<file path="config.mk">
export PLATFORM = sky130hd
export DESIGN_NAME = sram_d_arbiter
export DESIGN_NICKNAME = d
export VERILOG_FILES = /design/src/rtl/sram_pkg.sv /design/src/rtl/sram_arb_id_fifo.sv /design/src/rtl/sram_d_arbiter.sv
export SDC_FILE = /design/constraint.sdc
export NUM_CORES = 1
export LEC_CHECK = 0
export CORE_AREA = 5 5 118 120
export DETAILED_ROUTE_END_ITERATION = 6
export DIE_AREA = 0 0 123 125
export PLACE_DENSITY = 0.74
export RECOVER_POWER = 50
export SYNTH_ARGS = -nofsm -noshare
export SYNTH_HDL_FRONTEND = slang
export SYNTH_SLANG_ARGS = --single-unit
</file>
<file path="constraint.sdc">
create_clock -name clk_i -period 1.7 [get_ports clk_i]
set_input_delay 0.425 -clock clk_i [delete_from_list [all_inputs] [get_ports clk_i]]
set_output_delay 0.425 -clock clk_i [all_outputs]
set_load 0.01 [all_outputs]
</file>
<file path="src/rtl/sram_pkg.sv">
// Shared SRAM constants and OBI bundle types for the SRAM subsystem.
package sram_pkg;

  localparam logic [31:0] SRAM_BASE_ADDR   = 32'h8000_0000;
  localparam int unsigned SRAM_NUM_BLOCKS  = 4;
  localparam int unsigned SRAM_BLOCK_BYTES = 2048;

  typedef enum logic {
    OWNER_M0 = 1'b0,
    OWNER_M1 = 1'b1
  } owner_e;

  typedef struct packed {
    logic        req;
    logic [31:0] addr;
    logic        we;
    logic [3:0]  be;
    logic [31:0] wdata;
  } obi_req_t;

  typedef struct packed {
    logic        gnt;
    logic        rvalid;
    logic [31:0] rdata;
  } obi_rsp_t;

endpackage

</file>
<file path="src/rtl/sram_arb_id_fifo.sv">
// In-order owner-ID FIFO; push and pop may coincide, even when full.
module sram_arb_id_fifo #(
  parameter int unsigned DEPTH = 2,
  parameter int unsigned WIDTH = 1
) (
  input  logic                       clk_i,
  input  logic                       rst_i,
  input  logic                       push_i,
  input  logic                       pop_i,
  input  logic [WIDTH-1:0]           din_i,
  output logic [WIDTH-1:0]           dout_o,
  output logic                       empty_o,
  output logic                       full_o,
  output logic [$clog2(DEPTH+1)-1:0] count_o
);

  localparam int unsigned CW = $clog2(DEPTH + 1);
  localparam int unsigned PW = (DEPTH > 1) ? $clog2(DEPTH) : 1;

  logic [WIDTH-1:0] r_mem [DEPTH];
  logic [PW-1:0]    r_wr_ptr;
  logic [PW-1:0]    r_rd_ptr;
  logic [CW-1:0]    r_count;
  logic             w_push;
  logic             w_pop;

  function automatic logic [PW-1:0] next_ptr(input logic [PW-1:0] ptr);
    return (ptr == PW'(DEPTH - 1)) ? '0 : ptr + PW'(1);
  endfunction

  assign empty_o = (r_count == '0);
  assign full_o  = (r_count == CW'(DEPTH));
  assign count_o = r_count;
  assign dout_o  = r_mem[r_rd_ptr];

  assign w_pop  = pop_i & ~empty_o;
  // A pop in the same cycle frees the head slot, so a push into a full FIFO is legal then.
  assign w_push = push_i & (~full_o | w_pop);

  always_ff @(posedge clk_i) begin
    if (w_push) begin
      r_mem[r_wr_ptr] <= din_i;
    end
  end

  always_ff @(posedge clk_i or posedge rst_i) begin
    if (rst_i) begin
      r_wr_ptr <= '0;
      r_rd_ptr <= '0;
      r_count  <= '0;
    end else begin
      if (w_push) begin
        r_wr_ptr <= next_ptr(r_wr_ptr);
      end
      if (w_pop) begin
        r_rd_ptr <= next_ptr(r_rd_ptr);
      end
      if (w_push && !w_pop) begin
        r_count <= r_count + CW'(1);
      end else if (w_pop && !w_push) begin
        r_count <= r_count - CW'(1);
      end
    end
  end

endmodule

</file>
<file path="src/rtl/sram_d_arbiter.sv">
// Round-robin two-master OBI arbiter onto the SRAM data port, with in-order response routing.
module sram_d_arbiter
  import sram_pkg::*;
#(
  parameter int unsigned MAX_OUTSTANDING = 2
) (
  input  logic        clk_i,
  input  logic        rst_i,

  input  logic        m0_req_i,
  output logic        m0_gnt_o,
  input  logic [31:0] m0_addr_i,
  input  logic        m0_we_i,
  input  logic [3:0]  m0_be_i,
  input  logic [31:0] m0_wdata_i,
  output logic        m0_rvalid_o,
  output logic [31:0] m0_rdata_o,

  input  logic        m1_req_i,
  output logic        m1_gnt_o,
  input  logic [31:0] m1_addr_i,
  input  logic        m1_we_i,
  input  logic [3:0]  m1_be_i,
  input  logic [31:0] m1_wdata_i,
  output logic        m1_rvalid_o,
  output logic [31:0] m1_rdata_o,

  output logic        sram_d_req_o,
  input  logic        sram_d_gnt_i,
  output logic [31:0] sram_d_addr_o,
  output logic        sram_d_we_o,
  output logic [3:0]  sram_d_be_o,
  output logic [31:0] sram_d_wdata_o,
  input  logic        sram_d_rvalid_i,
  input  logic [31:0] sram_d_rdata_i,

  output logic        resp_orphan_o
);

  localparam int unsigned CW = $clog2(MAX_OUTSTANDING + 1);

  obi_req_t      w_m0;
  obi_req_t      w_m1;
  obi_req_t      w_fwd;
  obi_rsp_t      w_down;
  owner_e        w_sel;
  owner_e        w_head;
  owner_e        r_last;
  logic [0:0]    w_head_raw;
  logic          w_fifo_full;
  logic          w_accept;
  logic          w_pop;
  logic          w_push;
  logic          w_empty;
  logic          w_full;
  logic [CW-1:0] w_count;

  assign w_m0   = '{req: m0_req_i, addr: m0_addr_i, we: m0_we_i, be: m0_be_i, wdata: m0_wdata_i};
  assign w_m1   = '{req: m1_req_i, addr: m1_addr_i, we: m1_we_i, be: m1_be_i, wdata: m1_wdata_i};
  assign w_down = '{gnt: sram_d_gnt_i, rvalid: sram_d_rvalid_i, rdata: sram_d_rdata_i};

  // On a tie the master that did not win the last accepted handshake goes next.
  always_comb begin
    w_sel = OWNER_M0;
    if (m1_req_i && !m0_req_i) begin
      w_sel = OWNER_M1;
    end else if (m0_req_i && m1_req_i) begin
      w_sel = (r_last == OWNER_M0) ? OWNER_M1 : OWNER_M0;
    end
  end

  assign w_fwd = (w_sel == OWNER_M1) ? w_m1 : w_m0;

  // A response in this cycle pops a slot, so a full FIFO does not block a new request.
  assign w_fifo_full = (w_count == CW'(MAX_OUTSTANDING)) & ~w_down.rvalid;

  assign sram_d_req_o   = w_fwd.req & ~w_fifo_full;
  assign sram_d_addr_o  = w_fwd.addr;
  assign sram_d_we_o    = w_fwd.we;
  assign sram_d_be_o    = w_fwd.be;
  assign sram_d_wdata_o = w_fwd.wdata;

  assign w_accept = sram_d_req_o & w_down.gnt;
  assign m0_gnt_o = w_accept & (w_sel == OWNER_M0);
  assign m1_gnt_o = w_accept & (w_sel == OWNER_M1);

  assign w_pop  = w_down.rvalid & ~w_empty;
  assign w_push = w_accept & (~w_full | w_pop);
  assign w_head = owner_e'(w_head_raw);

  assign m0_rvalid_o   = w_pop & (w_head == OWNER_M0);
  assign m1_rvalid_o   = w_pop & (w_head == OWNER_M1);
  assign m0_rdata_o    = w_down.rdata;
  assign m1_rdata_o    = w_down.rdata;
  assign resp_orphan_o = w_down.rvalid & w_empty;

  always_ff @(posedge clk_i or posedge rst_i) begin
    if (rst_i) begin
      r_last <= OWNER_M1;
    end else if (w_accept) begin
      r_last <= w_sel;
    end
  end

  sram_arb_id_fifo #(
    .DEPTH (MAX_OUTSTANDING),
    .WIDTH (1)
  ) u_id_fifo (
    .clk_i   (clk_i),
    .rst_i   (rst_i),
    .push_i  (w_push),
    .pop_i   (w_pop),
    .din_i   (w_sel),
    .dout_o  (w_head_raw),
    .empty_o (w_empty),
    .full_o  (w_full),
    .count_o (w_count)
  );

endmodule

</file>
# Word-level counts from Yosys, hierarchy flattened
# Memories as Yosys holds them, arrays and structs flattened.
# Index checks and enable logic that the tools add are counted.
[totals]
n_memories = 1
mem_bits_ro = 0
output_inout_bits = 139
ram_bits = 2
register_bits = 5
latch_bits = 0
in_bits = 176
elab_cells = 49
[memory_table]
columns = ["memory", "words", "word_bits", "read_ports", "rd_clocked_by_memory_dff", "write_ports", "line_no", "source"]
rows = [
  ["u_id_fifo.r_mem", 2, 1, 1, 0, 1, "sram_arb_id_fifo.sv:20", "logic [WIDTH-1:0] r_mem [DEPTH];"],
]
[op_classes]
div = 0
magnitude_cmp = 0
mul = 0
n_shift = 0
muxes = 10
n_eq_ne = 1
n_bitwise = 20
n_reduce_logical = 9
addsub = 4
[op_table]
columns = ["operator", "count"]
rows = [
  ["$mux W70", 1],
  ["$and A1 B1 Y1", 12],
  ["$mux W1", 7],
  ["$not A1 Y1", 6],
  ["$logic_and A1 B1 Y1", 4],
  ["$mux W2", 2],
  ["$logic_not A1 Y1", 3],
  ["$add A1 B1 Y1 const B", 2],
  ["$add A2 B1 Y2 const B", 1],
  ["$eq A2 B2 Y1 const B", 1],
  ["$logic_not A2 Y1", 1],
  ["$or A1 B1 Y1", 2],
  ["$reduce_bool A2 Y1", 1],
  ["$sub A2 B1 Y2 const B", 1],
]

# Depth between registers and ports, before layout
[depth]
ltp_word = 12
ltp_mapped = 6
ltp_nobuf = 6

# Hierarchy
# A second synthesis with hierarchy kept.
[unflattened]
hier_cells = 181
area_unflattened_um2 = 2078.2
[modules_own_cells]
columns = ["module", "cells_each", "instances", "area_each_um2", "seq_area_each_um2"]
rows = [
  ["sram_d_arbiter", 158, 1, 1784.2, 26.3],
  ["sram_arb_id_fifo", 23, 1, 294.0, 160.2],
]

# Worst setup path before layout
# OpenSTA, ideal clock, no wires.
[synth_timing]
path_kind = "input to output"
startpoint = "in m1_req_i"
endpoint = "out sram_d_addr_o[0]"
t_arrival_ns = 1.231
path_buffers = 2
setup_slack_ns = 0.044
t_required_ns = 1.275
path_stages = 4
cell_sequence = "a21boi_2 buf_12 buf_12 mux2_4"
[synth_between]
elab_chain_cells = 4
elab_cells_between_ends = 5
cone_classes = "mux (3); reduce/logical (2)"
[synth_rtl]
columns = ["element", "line_no", "source"]
rows = [
  ["start: declaration", "sram_d_arbiter.sv:19", "input logic m1_req_i,"],
  ["$logic_and A1 B1 Y1", "sram_d_arbiter.sv:67", "end else if (m0_req_i && m1_req_i) begin"],
  ["$mux W1", "sram_d_arbiter.sv:67", ""],
  ["$mux W1 *", "sram_d_arbiter.sv:65", "if (m1_req_i && !m0_req_i) begin"],
  ["$mux W70 *", "sram_d_arbiter.sv:72", "assign w_fwd = (w_sel == OWNER_M1) ? w_m1 : w_m0;"],
  ["end: declaration", "sram_d_arbiter.sv:30", "output logic [31:0] sram_d_addr_o,"],
]
# Mark *: on every way between the ends. The rest lies on a longest branch, timed or not.

# Worst setup path in the final report
[layout_timing]
startpoint = "reg r_last"
endpoint = "out sram_d_wdata_o[7]"
[layout_between]
elab_chain_cells = 4
[layout_rtl]
columns = ["element", "line_no", "source"]
rows = [
  ["start: declaration", "sram_d_arbiter.sv:48", "owner_e r_last;"],
  ["start signal: assignment", "sram_d_arbiter.sv:101", "r_last <= w_sel;"],
  ["$mux W1", "sram_d_arbiter.sv:68", "w_sel = (r_last == OWNER_M0) ? OWNER_M1 : OWNER_M0;"],
  ["$mux W1", "sram_d_arbiter.sv:67", ""],
  ["$mux W1", "sram_d_arbiter.sv:65", ""],
  ["$mux W70", "sram_d_arbiter.sv:72", ""],
  ["end: declaration", "sram_d_arbiter.sv:33", "output logic [31:0] sram_d_wdata_o,"],
]
# No other way between the ends.

==> impl_metrics.yaml <==
placed_design:
  portBuffers: 218
  gp_congestion: 0.866
  postPlaceCellArea_sq_mm: 0.00401
  dp_hpwl_um: 8480
  dp.cells: 517
  pre_cts_ws_ps: -1030
setup_path:
  criticalPathCategory: "register to primary output"
  r2r-start: "u_id_fifo.count_o[0]"
  critPathArrivalTime_ps: 1800
  worstPathRequired_ps: 1270
  cp_cell_sequence: "a21boi_4 -> buf_6 -> buf_12 -> buf_16 -> buf_8 -> mux2_4 -> buf_6"
  end_kind: "primary output"
  path_common_cell: "buf_6"
  max_stage_delay_ps: 550
  crit_slowest_cell: "dfstp_2"
  crit_family: "buffers and inverters"
  cp_max_fo: 5
  cp-start-kind: "register"
  worstSetupStartpoint: "r_last"
  path_buf_inv: 5
finish:
  final_nets: 559
  final_layout_size_suffix_gt1_share_pct: 58.3
  design_area_sq_mm: 0.00475
  final_cell_count_no_fill: 558
  multi_input_area_sq_mm: 0.00127
  seqCellArea_sq_um: 188
  area_growth_pct: 132
  fill_cells: 1213
cts:
  clock_latency_ps: 230
  htreeDepth: 1
  clkSinkCount: 7
  cts_tree: "yes"
  cts_buffers: 3
  ctsHoldBuffers: 0
  cts_buffer_depth: 2
  path_clk_slew_ps: 40
  cts_root_buf: "clkbuf_16"
yosys:
  yosys.cell_types.count: 22
  netlist_area_sq_mm: 0.00204
  synth_top_family_by_area: "multiplexers"
  synth_compound_area_share_pct: 1.04
  yosysWarningCount: 0
  synthAdderAreaFrac_pct: 0.612
  ys_ff_latch: 7
  muxShareOfSynthArea_pct: 51.4
  synth-xor-area-share_pct: 2.14
  avgSynthCellArea_sq_um: 11.9
  syn_nets: 349
  synthesis.instances: 172
  synth.yosys.seq_area_share_pct: 9.12
  yosys.area_share.simple_pct: 4.16
power:
  power_mw: 3.15
  powerDensity_mw_per_mm2: 664
  peakVddDrop_uv: 261
  p_leak_nw: 2.16
outcome:
  status: "finished, violations left"
  violations: "negative setup slack"
routing:
  wl_per_cell_um: 19.5
  firstDrtPassIters: 4
  routed_via_density: 3.75
  drc: 0
  antenna_left: 0
  drtIter0Drc: 67
  num_vias: 2094
  drt_wl_total_um: 10900
global_route:
  grt_max_degree: 9
  overflow: 0
  grt_pass1_vias: 2393
  grt_pass1_wl_um: 14900
  antenna_found_initial: 1
  track_usage_pct: 12.7
floorplanning:
  die-area_sq_mm: 0.0154
  ios: 315
  rows: 42
  die_h_um: 125
  core_sq_mm: 0.0129
  die_x_um: 123
  start_util_pct: 15.9
sta:
  period_share_pct: 131
  rsz0062_at_grt: "yes"
  layout_min_cycle_time_ps: 2220
  maxSlewHeadroom_pct: 85.9
  clock.fmax_mhz: 450
  layout_setup_ws_ps: -523
  finClkSkew_ps: 0.484
  setup_viol: 72
  slew_viol_final: 0
  finalHoldViolCount: 0
  max_slew.worst_pin.slew_ps: 205
worst_hold_path:
  hold_path_class: "register to register"
  worstHoldStart: "u_id_fifo.r_wr_ptr"
flow_run:
  maxCapViolCount: 0
==> cells by family after synthesis <==
kind of cell,Yosys count
AOI/OAI and AO/OA,3
DFF,7
muxes,71
buffers and inverters,73
xor gates and xnor gates,5
adders and majority gates,1
and+or+nand+nor,12
==> flip-flops by register name (all words and copies together) (netlist names) <==
register            count
u_id_fifo.r_mem         2
u_id_fifo.r_rd_ptr      1
u_id_fifo.r_wr_ptr      1
r_last                  1
u_id_fifo.count_o       2
==> routing by layer <==
metal	vias to the layer above	wire length, um	part of all wire (%)	GRT usage [%]
li1	945	-	-	-
met1	956	3340	31	12.0
met2	169	5550	51	23.1
met3	22	1510	14	5.78
met4	2	440	4.0	5.60
met5	-	39	0.36	1.97
==> cell usage in the layout, fill, tap and decap left out, types with 3 or more instances in the layout <==
| cell type | n |
|---|---|
| buf_2 | 4 |
| buf_8 | 7 |
| buf_12 | 5 |
| clkdlybuf4s50_1 | 138 |
| buf_6 | 107 |
| clkbuf_16 | 3 |
| buf_4 | 8 |
| dfrtp_1 | 3 |
| mux2_4 | 70 |
| xor2_1 | 3 |
==> Yosys cell counts <==
library cell / number / share of area, %
mux2_4: 67 / 49
buf_4: 64 / 24
buf_12: 8 / 7.8
dfrtp_1: 4 / 4.9
nor2_1: 4 / 0.73
mux2_2: 3 / 1.7
xor2_1: 3 / 1.3
and2_2: 2 / 0.73
edfxtp_1: 2 / 2.9
nor3_1: 2 / 0.49
xnor2_1: 2 / 0.86
a21boi_2: 1 / 0.55
and2b_1: 1 / 0.37
dfstp_2: 1 / 1.3
ha_1: 1 / 0.61
inv_1: 1 / 0.18
mux2i_1: 1 / 0.49
nor2_4: 1 / 0.55
nor3b_1: 1 / 0.37
nor3b_4: 1 / 0.92
o21ai_0: 1 / 0.24
o21ai_1: 1 / 0.24
==> final timing paths <==
check	end	slack (ps)	cells past startpoint
worst max-delay path	sram_d_wdata_o[7]	-520	7
worst min register to register	u_id_fifo.r_wr_ptr	490	1
worst max register to register	u_id_fifo.count_o[1]	70	8
max in group asynchronous	r_last	910	2
worst min-delay path	u_id_fifo.r_wr_ptr	490	1
min in group asynchronous	u_id_fifo.r_wr_ptr	550	2
==> stage by stage <==
stage	setup TNS, ps	utilization [%]	hold WS (ps)
after floorplan	0	-	203
after global placement	-72350	31.1	477
after detailed placement	-72550	31.1	480
after CTS	-38880	37.2	424
after global routing	-31510	36.9	512
final	-28750	36.9	490
==> power breakdown <==
group	total (mW)	switching [mW]	leakage, nW	internal, mW
clock network	0.394	0.0829	0.0382	0.311
logic	2.43	0.806	2.04	1.62
registers	0.329	0.0720	0.0749	0.257
==> repair_timing <==
item                                    CTS  global route
hold endpoints to repair                  0             0
buffers inserted                         37             4
gates resized for setup                 460            23
endpoints found under the setup margin   78            74
pin swaps                                 3             5
gates cloned                              3             0
==> worst register-to-register path, cell delays in order, from the launching register on <==
cell,delay (ps)
dfrtp_2,440
nor3b_4,230
buf_4,150
nor2_4,40
buf_6,130
ha_2,170
xor2_1,180
nor2_2,50
xor2_1,130
==> layout make-up <==
class                   instances  area share (%)
inverters                       1          0.0791
diodes                          1          0.0527
flip-flops and latches          7            3.95
clock buffers                   4            1.66
well taps                     176            4.64
multi-input cells              92            26.8
repair buffers                277            62.8
(Power assumes the default switching activity.)
